<file path="src/rtl/dmem_arbiter.sv">
// dmem_arbiter: 8-word data memory shared by the CPU MEM stage (port C) and
// the host/debug loader (port D). Single-cycle accesses, round-robin on
// contested cycles, and a bounded debug lock that gives port D exclusive
// ownership.
//
// Ports
//   CLK, RST                         clock, asynchronous active-high reset
//   c_req_i/c_we_i/c_addr_i/c_wdata_i  CPU request fields
//   c_gnt_o, c_stall_o               CPU grant / stall (combinational)
//   c_rvalid_o, c_rdata_o            CPU load data, one cycle after grant
//   d_req_i/d_we_i/d_addr_i/d_wdata_i  debug request fields
//   d_lock_i                         debug asks for exclusive ownership
//   d_gnt_o                          debug grant (combinational)
//   d_rvalid_o, d_rdata_o            debug load data, one cycle after grant
//   addr_err_o                       one-cycle pulse: granted access out of range
//   stall_cnt_o                      saturating count of CPU stall cycles
module dmem_arbiter #(
    parameter int DW       = 32,
    parameter int AW       = 3,
    parameter int DEPTH    = 8,
    parameter int LOCK_MAX = 16
) (
    input  logic          CLK,
    input  logic          RST,
    input  logic          c_req_i,
    input  logic          c_we_i,
    input  logic [AW-1:0] c_addr_i,
    input  logic [DW-1:0] c_wdata_i,
    output logic          c_gnt_o,
    output logic          c_stall_o,
    output logic          c_rvalid_o,
    output logic [DW-1:0] c_rdata_o,
    input  logic          d_req_i,
    input  logic          d_we_i,
    input  logic [AW-1:0] d_addr_i,
    input  logic [DW-1:0] d_wdata_i,
    input  logic          d_lock_i,
    output logic          d_gnt_o,
    output logic          d_rvalid_o,
    output logic [DW-1:0] d_rdata_o,
    output logic          addr_err_o,
    output logic [15:0]   stall_cnt_o
);

    localparam int CW = $clog2(LOCK_MAX + 1);
    // One extra bit so DEPTH == 2^AW is representable.
    localparam logic [AW:0] DEPTH_W = (AW + 1)'(DEPTH);

    typedef enum logic {ARB, LOCK} state_e;

    state_e          state_q;
    logic            last_q;      // 1: D won the last contest, 0: C did
    logic [CW-1:0]   lock_cnt_q;

    logic [DW-1:0]   mem_q [DEPTH];
    logic            c_rvalid_q, d_rvalid_q, addr_err_q;
    logic [DW-1:0]   c_rdata_q, d_rdata_q;
    logic [15:0]     stall_cnt_q;

    logic            c_gnt, d_gnt, c_fire, d_fire, c_oob, d_oob;
    logic [DW-1:0]   c_rd_word, d_rd_word;
    logic [CW-1:0]   lock_cnt_inc;

    // Zero-latency grant decision.
    always_comb begin
        c_gnt = 1'b0;
        d_gnt = 1'b0;
        case (state_q)
            ARB: begin
                if (c_req_i && d_req_i) begin
                    c_gnt = last_q;
                    d_gnt = ~last_q;
                end else begin
                    c_gnt = c_req_i;
                    d_gnt = d_req_i;
                end
            end
            LOCK: d_gnt = d_req_i;
            default: ;
        endcase
    end

    assign c_fire = c_req_i & c_gnt;
    assign d_fire = d_req_i & d_gnt;
    assign c_oob  = {1'b0, c_addr_i} >= DEPTH_W;
    assign d_oob  = {1'b0, d_addr_i} >= DEPTH_W;

    // Read muxes: an out-of-range address matches no word and yields 0.
    always_comb begin
        c_rd_word = '0;
        d_rd_word = '0;
        for (int i = 0; i < DEPTH; i++) begin
            if (c_addr_i == AW'(i)) c_rd_word = mem_q[i];
            if (d_addr_i == AW'(i)) d_rd_word = mem_q[i];
        end
    end

    assign lock_cnt_inc = lock_cnt_q + CW'(1);

    // Arbitration / lock state machine.
    always_ff @(posedge CLK or posedge RST) begin
        if (RST) begin
            state_q    <= ARB;
            last_q     <= 1'b1;
            lock_cnt_q <= '0;
        end else begin
            case (state_q)
                ARB: begin
                    if (c_req_i && d_req_i) last_q <= d_gnt;
                    if (d_fire && d_lock_i) begin
                        state_q    <= LOCK;
                        lock_cnt_q <= '0;
                    end
                end
                LOCK: begin
                    lock_cnt_q <= lock_cnt_inc;
                    if (!d_lock_i) begin
                        state_q <= ARB;
                    end else if (lock_cnt_inc == CW'(LOCK_MAX)) begin
                        // Forced release: hand the next contest to the CPU.
                        state_q <= ARB;
                        last_q  <= 1'b1;
                    end
                end
                default: state_q <= ARB;
            endcase
        end
    end

    // Memory and registered responses. Only one port fires per cycle, so
    // the two write enables never collide.
    always_ff @(posedge CLK or posedge RST) begin
        if (RST) begin
            for (int i = 0; i < DEPTH; i++) mem_q[i] <= DW'(i - 3);
            c_rvalid_q  <= 1'b0;
            d_rvalid_q  <= 1'b0;
            c_rdata_q   <= '0;
            d_rdata_q   <= '0;
            addr_err_q  <= 1'b0;
            stall_cnt_q <= '0;
        end else begin
            for (int i = 0; i < DEPTH; i++) begin
                if (c_fire && c_we_i && c_addr_i == AW'(i)) mem_q[i] <= c_wdata_i;
                if (d_fire && d_we_i && d_addr_i == AW'(i)) mem_q[i] <= d_wdata_i;
            end
            c_rvalid_q <= c_fire & ~c_we_i;
            d_rvalid_q <= d_fire & ~d_we_i;
            if (c_fire && !c_we_i) c_rdata_q <= c_rd_word;
            if (d_fire && !d_we_i) d_rdata_q <= d_rd_word;
            addr_err_q <= (c_fire & c_oob) | (d_fire & d_oob);
            if (c_stall_o && stall_cnt_q != 16'hFFFF)
                stall_cnt_q <= stall_cnt_q + 16'd1;
        end
    end

    assign c_gnt_o     = c_gnt;
    assign d_gnt_o     = d_gnt;
    assign c_stall_o   = c_req_i & ~c_gnt;
    assign c_rvalid_o  = c_rvalid_q;
    assign d_rvalid_o  = d_rvalid_q;
    assign c_rdata_o   = c_rdata_q;
    assign d_rdata_o   = d_rdata_q;
    assign addr_err_o  = addr_err_q;
    assign stall_cnt_o = stall_cnt_q;

endmodule

</file>
<file path="config.mk">
export PLATFORM = sky130hd
export DESIGN_NAME = dmem_arbiter
export DESIGN_NICKNAME = d
export VERILOG_FILES = /design/src/rtl/dmem_arbiter.sv
export SDC_FILE = /design/constraint.sdc
export NUM_CORES = 1
export LEC_CHECK = 0
export ABC_CLOCK_PERIOD_IN_PS = 15000
export BUFFER_PORTS_ARGS = -buffer_cell sky130_fd_sc_hd__buf_4
export CAP_MARGIN = 20
export CORE_MARGIN = 3
export CORE_UTILIZATION = 45
export CTS_CLUSTER_DIAMETER = 50
export DETAILED_ROUTE_END_ITERATION = 8
export GPL_TIMING_DRIVEN = 1
export PLACE_DENSITY = 0.66
export REMOVE_ABC_BUFFERS = 1
export SETUP_SLACK_MARGIN = 0.15
export SLEW_MARGIN = 10
export SYNTH_ARGS = -nofsm -noshare
export SYNTH_HDL_FRONTEND = slang
export SYNTH_SLANG_ARGS = --single-unit
</file>
<file path="constraint.sdc">
create_clock -name CLK -period 15 [get_ports CLK]
set_clock_uncertainty 0.05 [all_clocks]
set_input_delay 2.25 -clock CLK [delete_from_list [all_inputs] [get_ports CLK]]
set_output_delay 2.25 -clock CLK [all_outputs]
set_load 0.05 [all_outputs]
</file>
Word-level counts from Yosys, hierarchy flattened. Cells that the tools add are included.

$add $sub $neg: 2. Equal/unequal tests: 20. Mux-type cells: 46. Bitwise logic cells: 10. Reduce and logical (&&, ||, !) cells: 36.

Operators by type and width (number): 2-to-1 mux 32 bit (32); == test 3 bit, second input constant (8); logical AND 1 bit (23); adder 16 x 1 -> 16 bit, second input constant (1); inequality test 16 bit, second input constant (1); nonzero test 2 bit (8); == test 3 x 2 -> 1 bit, second input constant (4); case mux 5 bit (2 select lines) (1); 2-to-1 mux 1 bit (9); == test 3 x 1 -> 1 bit, second input constant (2); zero test 3 bit (2); inequality test 2 bit, second input constant (3); case mux 1 bit (2 select lines) (3); adder 5 x 1 -> 5 bit, second input constant (1); bitwise AND 1 bit (5); == test 5 bit, second input constant (1); 2-to-1 mux 5 bit (1); NOT 1 bit (5); AND reduction 3 bit (1); zero test 1 bit (2); inequality test 2 x 1 -> 1 bit, second input constant (1).

Flip-flop bits (word level): 345. Bits of input ports: 77. Output and inout bits: 86. Logic and storage cells: 130.

Depth between registers and ports, before layout.
Depth in word-level cells: 9. Depth in mapped cells: 8. Depth with buffers taken out: 5.

Least setup slack after synthesis. Ideal clock, no wire load.

Path type: input -> output. Start: input port d_req_i. End: output port c_gnt_o. Arrival time: 3.279 ns. Required time: 12.700 ns. Slack: 9.421 ns. Cell stages on the path: 3. Path buffers: 1. Path through: buf_2 -> nor2b_2 -> nor2_1.

Cells in the longest elaborated chain, start to end: 3.

Ends and longest elaborated chain: start, declared (RTL line 33) `input logic d_req_i,`; logical AND 1 bit (RTL line 70) `if (c_req_i && d_req_i) begin`; 2-to-1 mux 1 bit (RTL line 70); 2-to-1 mux 1 bit (RTL line 68) `case (state_q)`; end, declared (RTL line 29) `output logic c_gnt_o,`.

Every way passes these cells.

Final worst setup path.
Start: input port d_req_i. End: output port c_stall_o.

Cells in the longest elaborated chain, start to end: 5.

Ends and longest elaborated chain: logical AND 1 bit (RTL line 70); 2-to-1 mux 1 bit (RTL line 70); 2-to-1 mux 1 bit (RTL line 68); NOT 1 bit (RTL line 158) `assign c_stall_o = c_req_i & ~c_gnt;`; bitwise AND 1 bit (RTL line 158); end, declared (RTL line 30) `output logic c_stall_o,`.

Every way passes these cells.

==> results.py <==
metrics = {
    "clock_tree": {
        "path_clk_slew_ps": 50,
        "cts_buffer_depth": 3,
        "cts_tree": "done",
        "cts_sinks": 345,
        "hold_buffers": 0,
        "cts.htree.levels": 2,
        "root_buffer": "clkbuf_16",
        "cts_setup_buffers": 0,
        "cts_resized": 0,
        "cts-buffers-inserted": 43,
        "clock_latency_ps": 570,
    },
    "place": {
        "dp_hpwl_mm": 39.0,
        "gp_congestion": 0.862,
        "port_buffers": 161,
    },
    "synth": {
        "synth_edf_count": 0,
        "ys_ff_latch": 345,
        "synth_top_area_share_pct": 30.1,
        "ys.flop_type": "dfrtp_1",
        "yosysWarnings": 0,
        "synth_cell_types": 68,
        "synth_area_leader_cell": "dfrtp_1",
        "synth-async-reset-ratio_pct": 100,
        "syn_area_per_cell_um2": 9.47,
        "synth.area.top_cells": "dfrtp_1, mux2i_1, dfstp_2",
        "synthesis.area_um2": 20400,
        "synthCells": 2152,
        "yosysSeqAreaShare_pct": 43.0,
    },
    "floorplanning": {
        "start_util_pct": 45.8,
        "die_area_um2": 47900,
        "die_w_um": 219,
        "rows": 77,
        "dieHeight_um": 219,
        "ios": 163,
        "core_um2": 44500,
    },
    "run": {
        "cap_violations": 0,
    },
    "detailed_routing": {
        "dr.pass1.iters": 6,
        "wirelength_mm": 68.8,
        "via_per_inst": 6.18,
        "wl_per_cell_um": 24.8,
        "route.detailed.drc": 0,
        "antenna_left": 0,
        "vias": 17200,
        "first_iter_violations": 2004,
    },
    "sta": {
        "tns_ps": 0,
        "post-route-min-period_ps": 5560,
        "max-slew-margin-rel_pct": 27.5,
        "max_freq_ghz": 0.180,
        "rsz0062_at_grt": "no",
        "slew_violations": 0,
        "finalHoldViolCount": 0,
        "tightest_slew_ps": 1090,
        "finalCritPeriodShare_pct": 37.1,
        "setup_violations": 0,
    },
    "global_routing": {
        "grt_pass1_wl_mm": 104,
        "grt_max_degree": 131,
        "grt_usage_pct": 28.3,
        "grt_pass1_vias": 16700,
        "grt-ovfl-total": 0,
        "antenna_found_initial": 4,
    },
    "power_and_ir_drop": {
        "power_leakage_nw": 10.4,
        "power.density_nw_per_um2": 163,
        "vdd_drop_max_mv": 0.125,
    },
    "finish": {
        "layout_commonest_cell": "mux2i_1",
        "drive_above_1_share_pct": 22.3,
        "mostFrequentLayoutCells": "mux2i_1, nor2_1, dfrtp_1",
        "area_growth_pct": 12.2,
        "utilization_pct": 51.3,
        "diodes": 0,
        "fin_nets": 2231,
    },
    "min_path": {
        "min_path_cells": 2,
        "min_path_type": "flop to flop",
    },
    "critical_path": {
        "cp_data_arrival_time_ps": 3260,
        "r2r_cells": 4,
        "worstPathMaxFanout": 9,
        "critical_path_required_ps": 12700,
        "cp-start-kind": "input port",
        "crit_type": "input port to output pin",
        "setup.worst_path.end_class": "output pin",
    },
    "run_status": {
        "outcome": "complete, no violations",
    },
}
-- cell families after synthesis --
family                   Yosys count  synth area share [%]
adder cells (fa/ha/maj)            2                 0.123
AND/OR/NAND/NOR                  587                  13.3
flip-flops                       345                  43.0
XOR/XNOR                          16                 0.688
AO/OA/AOI/OAI                    560                  16.8
other                              1                0.0184
multiplexers                     363                  19.5
buffers and inverters            278                  6.63
-- layout make-up --
type / instances / area [µm²]
clock inverters: 13 / 160
flip-flops and latches: 345 / 8760
multi-input cells: 1529 / 10300
clock buffers: 66 / 1280
repair buffers: 198 / 1490
well taps: 592 / 741
inverters: 35 / 139
fillers: 4102 / 21700
-- final timing paths --
kind | slack, ps | from | end
max | 9440 | d_req_i | c_stall_o
min | 430 | d_rdata_o[16]$_DFFE_PP0P_ | d_rdata_o[16]$_DFFE_PP0P_
max reg2reg | 12100 | last_q$_DFFE_PP1P_ | mem_q[89]$_DFFE_PP0P_
min reg2reg | 430 | d_rdata_o[16]$_DFFE_PP0P_ | d_rdata_o[16]$_DFFE_PP0P_
max in group asynchronous | 11420 | RST | c_rdata_o[7]$_DFFE_PP0P_
min in group asynchronous | 1810 | RST | c_rdata_o[11]$_DFFE_PP0P_
-- cells in the mapped netlist (14+ instances only) --
cell type,instances
or2_2,14
dfstp_2,100
a22oi_1,25
o221ai_1,26
buf_2,78
a21oi_1,192
o211ai_1,17
mux2i_1,284
inv_1,33
buf_1,15
xor2_1,14
dfrtp_1,245
nand4_1,17
nand2b_1,20
nor3_1,16
clkbuf_1,112
o22ai_1,40
nor3b_1,18
nand3_1,17
mux2_2,58
o21ai_0,127
nor2_1,259
mux4_2,21
nand2_1,158
buf_6,14
a31oi_1,53
-- layer usage --
layer	GRT usage (%)	up-vias	routed length [µm]
met5	0	-	54
met4	9.94	8	2170
met3	5.98	176	6980
met2	43.9	937	30900
met1	39.5	8370	28800
li1	-	7677	-
-- through the flow --
step                      cells  power [W]  setup slack (ps)  hold slack [ps]  instance area (µm²)
after floorplan            1909    0.00228              3300              405                19200
after global placement     2699    0.00262              9450              416                21400
final                      2778    0.00373              9440              431                22900
after CTS                  2778    0.00373              9440              436                22900
after global routing       2778    0.00392              9340              449                22900
after detailed placement   2699    0.00267              9440              426                21400
-- sequential cells by signal, indices dropped and copies added (netlist names) --
name	flops
d_rvalid_o	1
state_q	1
c_rvalid_o	1
stall_cnt_o	16
last_q	1
d_rdata_o	32
mem_q	256
lock_cnt_q	5
c_rdata_o	32
-- worst max-delay path: stages --
cell and delay [ps]:
buf_4 110, nor2b_2 370, o21ai_0 220, inv_1 100
buf_4 200
-- power breakdown --
part           total, W  leakage (nW)  internal, W  switching, W
Clock           0.00106         0.691     0.000643      0.000417
Combinational   0.00111          5.69     0.000467      0.000644
Sequential      0.00155          3.98      0.00130      0.000257
(Power assumes the default switching activity.)
